<file path="config.mk">
export PLATFORM = sky130hd
export DESIGN_NAME = hazard_scoreboard
export DESIGN_NICKNAME = d
export VERILOG_FILES = /design/src/rtl/hazard_scoreboard.sv
export SDC_FILE = /design/constraint.sdc
export NUM_CORES = 1
export LEC_CHECK = 0
export ABC_AREA = 0
export CAP_MARGIN = 20
export CORE_MARGIN = 4
export CORE_UTILIZATION = 35
export CTS_CLUSTER_DIAMETER = 40
export DETAILED_ROUTE_END_ITERATION = 12
export SKIP_CTS_REPAIR_TIMING = 1
export SLEW_MARGIN = 20
export SYNTH_ARGS = -nofsm -noshare
export SYNTH_HDL_FRONTEND = slang
export SYNTH_SLANG_ARGS = --single-unit
</file>
<file path="constraint.sdc">
create_clock -name clk -period 6.1 [get_ports clk]
set_clock_uncertainty 0.05 [all_clocks]
set_input_delay 0.61 -clock clk [delete_from_list [all_inputs] [get_ports clk]]
set_output_delay 0.61 -clock clk [all_outputs]
set_load 0.005 [all_outputs]
</file>
<file path="src/rtl/hazard_scoreboard.sv">
// E/M/W writer scoreboard for D/E operand interlock and forwarding, plus the HI/LO busy counter.
// Outputs are combinational from stage state and D inputs; stall holds PC/D while flush_e bubbles E.
module hazard_scoreboard #(
  parameter int NSRC     = 2,
  parameter int AW       = 5,
  parameter int MULT_CYC = 5,
  parameter int DIV_CYC  = 10
) (
  input  logic               clk,
  input  logic               reset_n,
  input  logic [NSRC*AW-1:0] d_src_addr,
  input  logic [NSRC*2-1:0]  d_src_tuse,
  input  logic               d_dst_we,
  input  logic [AW-1:0]      d_dst_addr,
  input  logic [1:0]         d_dst_tnew,
  input  logic               d_md_use,
  input  logic               d_md_start,
  input  logic               d_md_is_div,
  input  logic               exc_flush,
  output logic               stall,
  output logic               flush_e,
  output logic [NSRC*2-1:0]  fwd_d,
  output logic [NSRC*2-1:0]  fwd_e,
  output logic               md_busy
);

  localparam int MD_MAX = (MULT_CYC > DIV_CYC) ? MULT_CYC : DIV_CYC;
  localparam int CW     = $clog2(MD_MAX + 1);
  localparam logic [1:0] TUSE_NONE = 2'd3;

  typedef struct packed {
    logic          we;
    logic [AW-1:0] addr;
    logic [1:0]    tnew;
  } stage_t;

  stage_t             e_q, m_q, w_q, d_entry;
  logic [NSRC*AW-1:0] e_src_addr_q;
  logic [NSRC*2-1:0]  e_src_tuse_q;
  logic [CW-1:0]      md_cnt_q;
  logic [NSRC-1:0]    src_stall;
  logic               md_stall;
  logic               issue;

  logic [AW-1:0] d_addr [NSRC];
  logic [1:0]    d_tuse [NSRC];
  logic [AW-1:0] e_addr [NSRC];
  logic [1:0]    e_tuse [NSRC];

  for (genvar g = 0; g < NSRC; g++) begin : g_unpack
    assign d_addr[g] = d_src_addr[g*AW +: AW];
    assign d_tuse[g] = d_src_tuse[g*2 +: 2];
    assign e_addr[g] = e_src_addr_q[g*AW +: AW];
    assign e_tuse[g] = e_src_tuse_q[g*2 +: 2];
  end

  function automatic stage_t age(input stage_t s);
    stage_t r;
    r      = s;
    r.tnew = (s.tnew == 2'd0) ? 2'd0 : s.tnew - 2'd1;
    return r;
  endfunction

  function automatic logic hit(input stage_t s, input logic [AW-1:0] a);
    return s.we && (s.addr == a);
  endfunction

  function automatic logic [1:0] sel_if_ready(input logic [1:0] tnew, input logic [1:0] code);
    return (tnew == 2'd0) ? code : 2'b00;
  endfunction

  // Nearest stage wins; a producer still computing stalls only if it is late for this operand.
  always_comb begin
    src_stall = '0;
    fwd_d     = '0;
    fwd_e     = '0;
    for (int i = 0; i < NSRC; i++) begin
      if (d_tuse[i] != TUSE_NONE && d_addr[i] != '0) begin
        if (hit(e_q, d_addr[i])) begin
          src_stall[i]    = e_q.tnew > d_tuse[i];
          fwd_d[i*2 +: 2] = sel_if_ready(e_q.tnew, 2'b01);
        end else if (hit(m_q, d_addr[i])) begin
          src_stall[i]    = m_q.tnew > d_tuse[i];
          fwd_d[i*2 +: 2] = sel_if_ready(m_q.tnew, 2'b10);
        end else if (hit(w_q, d_addr[i])) begin
          src_stall[i]    = w_q.tnew > d_tuse[i];
          fwd_d[i*2 +: 2] = sel_if_ready(w_q.tnew, 2'b11);
        end
      end
      if (e_tuse[i] != TUSE_NONE && e_addr[i] != '0) begin
        if (hit(m_q, e_addr[i]) && m_q.tnew == 2'd0) begin
          fwd_e[i*2 +: 2] = 2'b10;
        end else if (hit(w_q, e_addr[i])) begin
          fwd_e[i*2 +: 2] = 2'b11;
        end
      end
    end
  end

  always_comb begin
    d_entry.we   = d_dst_we && (d_dst_addr != '0);
    d_entry.addr = d_dst_addr;
    d_entry.tnew = d_dst_tnew;
  end

  assign md_stall = d_md_use && (md_cnt_q != '0);
  assign stall    = !exc_flush && ((|src_stall) || md_stall);
  assign flush_e  = stall || exc_flush;
  assign issue    = !stall && !exc_flush;
  assign md_busy  = (md_cnt_q != '0);

  // An issued MULT/DIV cannot be cancelled, so exc_flush leaves md_cnt_q counting.
  always_ff @(posedge clk or negedge reset_n) begin
    if (!reset_n) begin
      e_q          <= '0;
      m_q          <= '0;
      w_q          <= '0;
      e_src_addr_q <= '0;
      e_src_tuse_q <= '1;
      md_cnt_q     <= '0;
    end else begin
      w_q          <= age(m_q);
      m_q          <= exc_flush ? stage_t'('0) : age(e_q);
      e_q          <= issue ? d_entry : stage_t'('0);
      e_src_addr_q <= issue ? d_src_addr : '0;
      e_src_tuse_q <= issue ? d_src_tuse : '1;
      if (issue && d_md_start) begin
        md_cnt_q <= d_md_is_div ? CW'(DIV_CYC) : CW'(MULT_CYC);
      end else if (md_cnt_q != '0) begin
        md_cnt_q <= md_cnt_q - CW'(1);
      end
    end
  end

endmodule

</file>
## Yosys cells after proc, flatten, opt, wreduce, memory -nomap -nowiden

Index checks and enable logic that the tools add are counted.

- Logic and storage cells: 105
- Register bits after elaboration: 42

- Add/subtract/negate cells: 3
- Muxes and demuxes: 34
- Equality and inequality tests: 14
- Magnitude comparators: 6
- Reductions and logical operators: 36

Operators with widths:

| cell | count |
|---|---|
| $eq 5x5->1 | 10 |
| $mux 2 | 18 |
| $reduce_bool 5->1 | 5 |
| $logic_and 1x1->1 | 21 |
| $mux 4 | 4 |
| $mux 8 | 2 |
| $gt 2x2->1 | 6 |
| $mux 10 | 1 |
| $mux 1 | 9 |
| $ne 2x2->1 const B | 4 |
| $logic_not 2->1 | 3 |
| $reduce_bool 4->1 | 1 |
| $sub 2x1->2 const B | 2 |
| $sub 4x1->4 const B | 1 |
| $logic_not 1->1 | 2 |
| $logic_or 1x1->1 | 2 |
| $reduce_bool 2->1 | 1 |
| $reduce_or 2->1 | 1 |

## Depth between registers and ports, before layout

Gate-level depths: netlist of run 1.

- Depth after elaboration: 13
- Mapped depth: 10
- Mapped depth without buffers: 9

## Least setup slack after synthesis of run 1

Ideal clock, no wire load.

- Path type: in2out
- Start: input port d_src_tuse[3]
- End: output port flush_e
- Stages: 10
- Buffers on the path: 1
- Arrival time: 2.194 ns
- Slack: 3.246 ns
- Path through: inv_1 ha_1 nor2b_1 o211ai_1 nor3_1 a211o_1 a22o_2 nor3_4 buf_6 inv_1

- Word-level cells in the longest chain between the ends: 9

Ends and longest elaborated chain:

| what | RTL line | source |
|---|---|---|
| start: declaration | 12 | `input logic [NSRC*2-1:0] d_src_tuse,` |
| $gt 2x2->1 | 86 | `src_stall[i] = w_q.tnew > d_tuse[i];` |
| $mux 1 | 85 | `end else if (hit(w_q, d_addr[i])) begin` |
| $mux 1 | 82 | `end else if (hit(m_q, d_addr[i])) begin` |
| $mux 1 | 79 | `if (hit(e_q, d_addr[i])) begin` |
| $mux 1 (*) | 78 | `if (d_tuse[i] != TUSE_NONE && d_addr[i] != '0) begin` |
| $reduce_or 2->1 (*) | 107 | `assign stall = !exc_flush && ((\|src_stall) \|\| md_stall);` |
| $logic_or 1x1->1 (*) | 107 |  |
| $logic_and 1x1->1 (*) | 107 |  |
| $logic_or 1x1->1 (*) | 108 | `assign flush_e = stall \|\| exc_flush;` |
| end: declaration | 21 | `output logic flush_e,` |

Every way passes the cells marked *; elsewhere a longest branch is shown, timed or not.

## Worst setup path in the final report of run 1

- Start: input port d_src_addr[0]
- End: output port flush_e

- Word-level cells in the longest chain between the ends: 10

Ends and longest elaborated chain:

| what | RTL line | source |
|---|---|---|
| start: declaration | 11 | `input logic [NSRC*AW-1:0] d_src_addr,` |
| $eq 5x5->1 | 65 | `return s.we && (s.addr == a);` |
| $logic_and 1x1->1 | 65 |  |
| $mux 1 | 85 |  |
| $mux 1 | 82 |  |
| $mux 1 | 79 |  |
| $mux 1 (*) | 78 |  |
| $reduce_or 2->1 (*) | 107 |  |
| $logic_or 1x1->1 (*) | 107 |  |
| $logic_and 1x1->1 (*) | 107 |  |
| $logic_or 1x1->1 (*) | 108 |  |

Marks and branches as above.

==> results of run 1 <==
routing by layer:
layer	vias up	routed length (um)	global-route usage
met5	-	0	0
met4	0	150	0.06349
met3	12	261	0.04183
met2	41	2771	0.2424
met1	885	2769	0.1887
li1	940	-	-
area by class of cell:
class,instances,share of cell area
clock buffer,7,0.02795
clock inverter,1,0.001620
inverter,10,0.01215
multi-input combinational,196,0.4561
sequential,42,0.3418
tap,96,0.03888
timing repair buffer,38,0.1215
cell families after synthesis:
kind of cell / after synthesis
XOR/XNOR: 53
adder cells (fa/ha/maj): 14
AO/OA/AOI/OAI: 29
buffers and inverters: 15
multiplexers: 4
flip-flops: 42
AND/OR/NAND/NOR: 96
sequential cells by signal, indices dropped and copies added (netlist names):
name and count:
e_src_tuse_q 4, e_src_addr_q 10, m_q 8, md_cnt_q 4, e_q 8, w_q 8
where the power goes:
group          internal [mW]  switching, mW
Clock                 0.0913         0.0918
Combinational         0.0973         0.0857
Sequential             0.311         0.0322
layout by cell type, fill, tap and decap left out, types with 5 or more instances in the layout:
master,count
nor2b_1,12
and2_1,21
o21ai_0,5
nor4_1,7
nor3_1,6
ha_1,14
inv_1,10
a21oi_1,9
nor2_1,11
clkbuf_8,6
xor2_1,24
nand2_1,15
nand3_1,7
dfrtp_1,38
clkdlybuf4s50_1,37
xnor2_1,29
worst register-to-register path: stages, from the launching register on:
cell and delay, ns:
dfrtp_1 0.48, xor2_1 0.21, nor4_1 0.48, a211oi_1 0.15, a211oi_1 0.30, nor2_1 0.15, nor3_4 0.62, o311a_1 0.28
worst max-delay path by stage:
stage | from | endpoint | slack (ns) | depth (start not counted)
global placement | d_src_tuse[3] | flush_e | 1.86 | 11
detailed placement | d_src_tuse[3] | flush_e | 1.85 | 11
global route | d_src_tuse[1] | flush_e | 1.54 | 11
floorplan | d_src_tuse[3] | flush_e | 3.25 | 10
CTS | d_src_tuse[3] | flush_e | 1.83 | 11
finish | d_src_addr[0] | flush_e | 1.85 | 9
==> reports/qor.csv, run 1 <==
metric,value,unit
vias,1878,
vias in the first global route,2011,
crit-path max FO,23,
clock latency on the worst-skew pair,0.30,ns
unrepaired setup endpoints after global routing,false,
dpl hpwl,4650,um
placed cell area,2998,um^2
Reg-to-Reg End,e_q[7],
Place WS,1.854,ns
min-delay src,m_q[7],
"EDFF count, synth",0,
final instance area,3089,um^2
placed cells,382,
RD Place Congestion,0.8510,
Final setup viols,0,
Compound-Gate Fraction of Synth Area,0.07358,
"CP delay by family, top",simple AND/OR/NAND/NOR gates,
Via density,4.815,
"Core Util, Final",0.4473,
io pins,39,
TNS Setup,0,ns
Power Dens Cells,229.5,nW/um^2
clk root buf,clkbuf_8,
CTS max path bufs,2,
Period minus WS final,4.250,ns
Final Hold Fails,0,
WL final,5952,um
Pleak,1.353,nW
Crit-path slowest cell,nor3_4,
"Cell Chain, Critical Path",clkdlybuf4s50_1 -> xor2_1 -> nor4_1 -> a211oi_1 -> a211oi_1 -> nor2_1 -> nor3_4 -> inv_1 -> clkdlybuf4s50_1,
Synth Area in XOR/XNOR,0.1832,
Worst setup SP type,input pin,
Initial Utilization,0.3668,
Slew HR,0.3817,
Synth Instances,253,
Die X,93.08,um
register cell area after layout,1056,um^2
Synth Warn #,0,
# fillers,696,
Worst R2R Setup Slack,3.33,ns
area delta synth->final,21.93,%
post-route worst setup slack,1.850,ns
CTS H-tree depth,2,
area of the multi-input gates,1409,um^2
IO Port Bufs,38,
CTS tree,yes,
drt wl/cell,15.26,um
Synth area leader,dfrtp_1,
leading post-synthesis cells by instance count,"38 x dfrtp_1, 29 x xnor2_1, 24 x xor2_1",
Num CTS Buffers,5,
die area,8664,um^2
Worst Hold End,w_q[7],
arrival time worst endpoint,3.59,ns
unique cell type count in the Yosys netlist,42,
simple-gate share of the synthesized area,0.2138,
DR iter-0 viols,69,
Hold Crit Depth,0,
Post-Layout Cell Count,390,
Worst-Margin Slew,0.9274,ns
VDD IR max,0.1582,mV
Post-DRT Antenna Nets,0,
fraction of layout cells with a size suffix above 1,0.04762,
synthesized flop and latch total,42,
Fmax,235.3,MHz
reg2reg start,m_q[6],
clock transition at the registers of the reported paths,0.08,ns
FP Rows,30,
# clock sinks,42,
final period utilization,0.6968,
adder-cell share of the synthesized area,0.06914,
GRT Total Usage,0.1503,
path depth of the worst reg2reg path,7,
"count leader, synth",dfrtp_1,
predominant post-synthesis flop cell,dfrtp_1,
grt ovf,0,
DRT Pass-1 Iters,4,
syn nets,295,
Core Area,6907,um^2
first-pass GRT wire length,10010,um
initial antenna violation count,0,
Min-Delay Path Class,reg2reg,
largest net degree at the start of global routing,43,
MaxCap Viol Count,0,
Worst Setup Path Type,in2out,
multiplexer area fraction after synthesis,0.01630,
element type at the critical path end,primary output,
Worst EP required,5.44,ns
max-slew violations,0,
register area share after synthesis,0.4168,
hold slack,0.3813,ns
Final #Nets,335,
largest family of logic cells by synthesized area,simple AND/OR/NAND/NOR gates,
DRC,0,
largest stage delay on the critical path,0.62,ns
ANT cells,0,
Buf/Inv on CP,3,
Area contributors post-synth,"dfrtp_1 38%, xnor2_1 10%, xor2_1 8.3%, ha_1 6.9%, and2_1 5.2%",
Synth top area share,0.3753,
Die Ht,93.08,um
Tot Pwr,0.7090,mW
Mean Syn Cell Area,10.01,um^2
post-synthesis cell area,2534,um^2
status,finished clean,
Synth async-reset ratio,1.000,
Note: power is estimated with default switching activity, not from simulation.
==> run 2: changes to the inputs <==
- clock period: 6.1 -> 3.4 ns (I/O delays scaled with it)
==> run 2 against run 1 <==
Net effect:
- via count grew 2.1%
- global-route usage shrank 0.36 points
- largest power group unchanged
- critical endpoint unchanged
- core utilization grew 0.43 points
- total power grew 80%
==> reports/qor.csv, run 2 (synthesis results as in run 1) <==
metric,value,unit,change
VDD IR max,0.2410,mV,+52%
vias,1918,,+2.1%
reg2reg start,m_q[2],,
status,finished clean,,
Top reg by flops,e_src_addr_q,,
Buf/Inv on CP,4,,+1
io pins,39,,unchanged
clk root buf,clkbuf_8,,
arrival time worst endpoint,2.85,ns,-0.74 ns
Num CTS Buffers,5,,unchanged
Fmax,309.0,MHz,
"CP delay by family, top",buffers and inverters,,
CTS max path bufs,2,,unchanged
largest net degree at the start of global routing,43,,unchanged
DRT Pass-1 Iters,4,,unchanged
initial antenna violation count,0,,unchanged
Worst setup SP type,input pin,,
largest stage delay on the critical path,0.47,ns,-0.15 ns
Crit-path slowest cell,clkdlybuf4s50_1,,
number of flip-flops in the largest register,10,,unchanged
Power Dens Cells,409.2,nW/um^2,+78%
dpl hpwl,4596,um,-1.2%
Post-DRT Antenna Nets,0,,unchanged
TNS Setup,0,ns,unchanged
final period utilization,0.9518,,
Period minus WS final,3.236,ns,
CTS H-tree depth,2,,unchanged
# clock sinks,42,,unchanged
die area,8664,um^2,unchanged
grt ovf,0,,unchanged
post-route worst setup slack,0.1640,ns,-1.686 ns
clock latency on the worst-skew pair,0.29,ns,about the same
Slew HR,0.3875,,+0.005754
Final Hold Fails,0,,unchanged
area delta synth->final,23.11,%,
fraction of layout cells with a size suffix above 1,0.06397,,+0.01635
"Cell Chain, Critical Path",clkdlybuf4s50_1 -> inv_1 -> ha_1 -> nor2b_1 -> o211ai_1 -> nor3_1 -> a211o_1 -> a22o_2 -> nor3_4 -> inv_1 -> clkdlybuf4s50_1,,
vias in the first global route,1988,,-1.1%
Worst EP required,3.01,ns,-2.43 ns
WL final,5857,um,-1.6%
max-slew violations,0,,unchanged
drt wl/cell,14.90,um,-2.3%
unrepaired setup endpoints after global routing,false,,
DR iter-0 viols,64,,-7.2%
path depth of the worst reg2reg path,7,,unchanged
Final #Nets,338,,+0.90%
element type at the critical path end,primary output,,
Via density,4.880,,+1.4%
FP Rows,30,,unchanged
Die X,93.08,um,unchanged
clock transition at the registers of the reported paths,0.07,ns,about the same
Min-Delay Path Class,in2async,,
first-pass GRT wire length,9846,um,-1.6%
MaxCap Viol Count,0,,unchanged
Worst-Margin Slew,0.9188,ns,-0.008631 ns
"commonest non-fill, non-tap cell in the layout",dfrtp_1,,
Place WS,0.1677,ns,-1.686 ns
CTS tree,yes,,
Worst Setup Path Type,in2out,,
Worst R2R Setup Slack,0.95,ns,-2.38 ns
RD Place Congestion,0.8662,,+1.8%
DRC,0,,unchanged
"commonest non-fill, non-tap cells in the layout","38 x dfrtp_1, 37 x clkdlybuf4s50_1, 29 x xnor2_1",,
Reg-to-Reg End,md_cnt_q[1],,
Die Ht,93.08,um,unchanged
IO Port Bufs,38,,unchanged
Core Area,6907,um^2,unchanged
GRT Total Usage,0.1467,,-0.003628
Pleak,1.368,nW,+1.1%
Initial Utilization,0.3668,,unchanged
Final setup viols,0,,unchanged
ANT cells,0,,unchanged
crit-path max FO,5,,-78%
# fillers,675,,-3.0%
==> run 2: worst max-delay path by stage <==
stage	startpoint	end	slack, ns	depth (start not counted)
final	d_src_tuse[3]	flush_e	0.16	11
after global routing	d_src_addr[6]	stall	0.02	9
after CTS	d_src_tuse[3]	flush_e	0.15	11
after detailed placement	d_src_tuse[3]	flush_e	0.17	11
after global placement	d_src_tuse[3]	flush_e	0.15	11
after floorplan	d_src_tuse[3]	flush_e	1.09	10
==> run 2: layout make-up <==
| cell class | count | area [um^2] | share of cell area |
|---|---|---|---|
| Multi-Input combinational cell | 196 | 1416 | 0.4541 |
| Timing Repair Buffer | 41 | 397.9 | 0.1276 |
| Inverter | 10 | 37.54 | 0.01203 |
| Tap cell | 96 | 120.1 | 0.03851 |
| Clock buffer | 7 | 86.33 | 0.02768 |
| Clock inverter | 1 | 5.005 | 0.001604 |
| Sequential cell | 42 | 1056 | 0.3385 |
==> run 2: where the power goes <==
group	switching [mW]	internal, mW
Combinational	0.156	0.178
Clock	0.165	0.164
Sequential	0.0566	0.558
==> run 2: metrics by stage <==
step           instances  utilization  area (um^2)  hold slack (ns)  power, mW
6_report             393       0.4516         3119           0.1212      1.277
3_5_place_dp         385       0.4373         3020           0.3612     0.9610
3_3_place_gp         385       0.4373         3020           0.3698     0.9553
5_1_grt              393       0.4516         3119           0.2077      1.361
2_1_floorplan        253            -         2534        -0.005591     0.8391
4_1_cts              393       0.4505         3112           0.1599      1.292
==> run 2: layer usage <==
metal  track usage  up-vias  routed length [um]
met3       0.02816        9                 224
met5             0        -                   0
met2        0.2358       39                2761
met1        0.1952      927                2768
met4       0.05617        0                 104
li1              -      943                   -
==> run 3: changes to the inputs <==
- CAP_MARGIN: 20 -> 40
- SLEW_MARGIN: 20 -> 30
- clock period: 3.4 -> 3.5 ns (I/O delays scaled with it)
==> run 3 against run 2 <==
Net effect:
- the run now ends with negative hold slack left
- worst setup slack gained 0.029 ns
- clock power grew 8.2%
- critical path type unchanged
- flip-flop and latch count is the same
- largest cell class unchanged
- non-clock buffer count grew 1
==> reports/qor.csv, run 3 (synthesis results as in run 1) <==
metric,value,unit,change
DRC,0,,unchanged
worst setup path endpoint,flush_e,,
DR iter-0 viols,140,,+120%
Worst-Margin Slew,0.5265,ns,-0.3924 ns
Die Ht,93.08,um,unchanged
FP Rows,30,,unchanged
sequential share of power,0.466,,-0.015
clk root buf,clkbuf_8,,
Tot Pwr,1.281,mW,+0.34%
Power Dens Cells,405.6,nW/um^2,-0.89%
Fmax,302.4,MHz,
Comb pwr share,0.257,,-0.004
drt wl/cell,15.03,um,+0.84%
WL final,5921,um,+1.1%
TNS Setup,0,ns,unchanged
Reg-to-Reg End,md_cnt_q[1],,
"commonest non-fill, non-tap cells in the layout","38 x dfrtp_1, 37 x clkdlybuf4s50_1, 29 x xnor2_1",,
CTS H-tree depth,2,,unchanged
IO Port Bufs,38,,unchanged
io pins,39,,unchanged
# clock sinks,42,,unchanged
Worst R2R Setup Slack,1.01,ns,+0.06 ns
DRT Pass-1 Iters,4,,unchanged
Slew HR,0.6490,,+0.2616
Worst Setup Path Type,in2out,,
area delta synth->final,24.64,%,
clock power share,0.278,,+0.021
first-pass GRT wire length,10010,um,+1.6%
Final Hold Fails,19,,+19
Net Sw Frac,0.2843,,-0.01134
path depth of the worst reg2reg path,8,,+1
clock transition at the registers of the reported paths,0.07,ns,about the same
placed cells,386,,+0.26%
fraction of layout cells with a size suffix above 1,0.06376,,-0.0002147
Final #Nets,339,,+0.30%
CTS max path bufs,2,,unchanged
Worst setup SP type,input pin,,
Top reg by flops,e_src_addr_q,,
Min-Delay Path Class,in2async,,
die area,8664,um^2,unchanged
failing checks,negative hold slack,,
GRT Total Usage,0.1495,,+0.002851
Worst EP required,3.10,ns,+0.09 ns
grt ovf,0,,unchanged
ANT cells,0,,unchanged
Post-Layout Cell Count,394,,+0.25%
Final setup viols,0,,unchanged
number of flip-flops in the largest register,10,,unchanged
hold slack,-0.01618,ns,-0.1374 ns
Psw,0.3642,mW,-3.5%
Post-DRT Antenna Nets,0,,unchanged
crit-path max FO,5,,unchanged
initial antenna violation count,0,,unchanged
vias,1921,,+0.16%
"commonest non-fill, non-tap cell in the layout",dfrtp_1,,
CTS tree,yes,,
vias in the first global route,2019,,+1.6%
Via density,4.876,,about the same
dpl hpwl,4729,um,+2.9%
unrepaired setup endpoints after global routing,false,,
MaxCap Viol Count,0,,unchanged
Internal,0.9167,mW,+2.0%
element type at the critical path end,primary output,,
largest net degree at the start of global routing,23,,-47%
RD Place Congestion,0.8662,,unchanged
Core Area,6907,um^2,unchanged
max-slew violations,0,,unchanged
VDD IR max,0.2484,mV,+3.1%
Pleak,1.390,nW,+1.6%
reg2reg start,w_q[1],,
arrival time worst endpoint,2.91,ns,+0.06 ns
Num CTS Buffers,5,,unchanged
Critical Path Source,d_src_tuse[3],,
Die X,93.08,um,unchanged
clock latency on the worst-skew pair,0.29,ns,about the same
final period utilization,0.9449,,
Period minus WS final,3.307,ns,
Initial Utilization,0.3668,,unchanged
status,"finished, violations left",,
[run 3: area by class of cell]
class	count	area (um^2)
sequential	42	1056
multi-input combinational	196	1409
clock buffer	8	110.1
timing repair buffer	42	425.4
fill	666	3749
inverter	10	37.54
tap	96	120.1
[run 3: worst min-delay path by stage]
stage	slack, ns	cells past startpoint	end	startpoint
final	-0.02	1	w_q[4]	reset_n
after global placement	0.37	0	w_q[7]	m_q[7]
after global routing	0.01	1	e_src_addr_q[6]	reset_n
after detailed placement	0.31	1	e_src_addr_q[7]	reset_n
after CTS	-0.01	1	e_src_addr_q[6]	reset_n
after floorplan	0.004	0	e_q[0]	reset_n
[run 3: routing by layer]
layer  GRT usage  share of wire
met4     0.06960          0.030
met5           0              0
met2      0.2286           0.45
met1      0.2031           0.47
met3     0.02977          0.048
[run 3: through the flow]
stage | cell area (um^2) | hold WS [ns] | setup slack [ns] | utilization
2_1_floorplan | 2534 | 0.004409 | 1.166 | -
3_3_place_gp | 3020 | 0.3699 | 0.2326 | 0.4373
3_5_place_dp | 3048 | 0.3059 | 0.2111 | 0.4413
4_1_cts | 3158 | -0.01224 | 0.1997 | 0.4572
5_1_grt | 3158 | 0.01176 | 0.01662 | 0.4572
6_report | 3158 | -0.01618 | 0.1930 | 0.4572
[run 3: critical path, cell delays in order]
cell             delay (ns)
clkdlybuf4s50_1        0.48
inv_1                  0.11
ha_1                   0.32
nor2b_1                0.14
o211ai_1               0.20
nor3_1                 0.09
a211o_1                0.32
a22o_2                 0.27
nor3_4                 0.13
inv_1                  0.06
clkdlybuf4s50_1        0.44
[run 3: power groups by stage]
stage | logic [mW] | registers, mW | clock network [mW]
finish | 0.329 | 0.597 | 0.356
global route | 0.373 | 0.606 | 0.392
CTS | 0.334 | 0.597 | 0.368
detailed placement | 0.331 | 0.607 | 0
global placement | 0.322 | 0.606 | 0
floorplan | 0.225 | 0.590 | 0
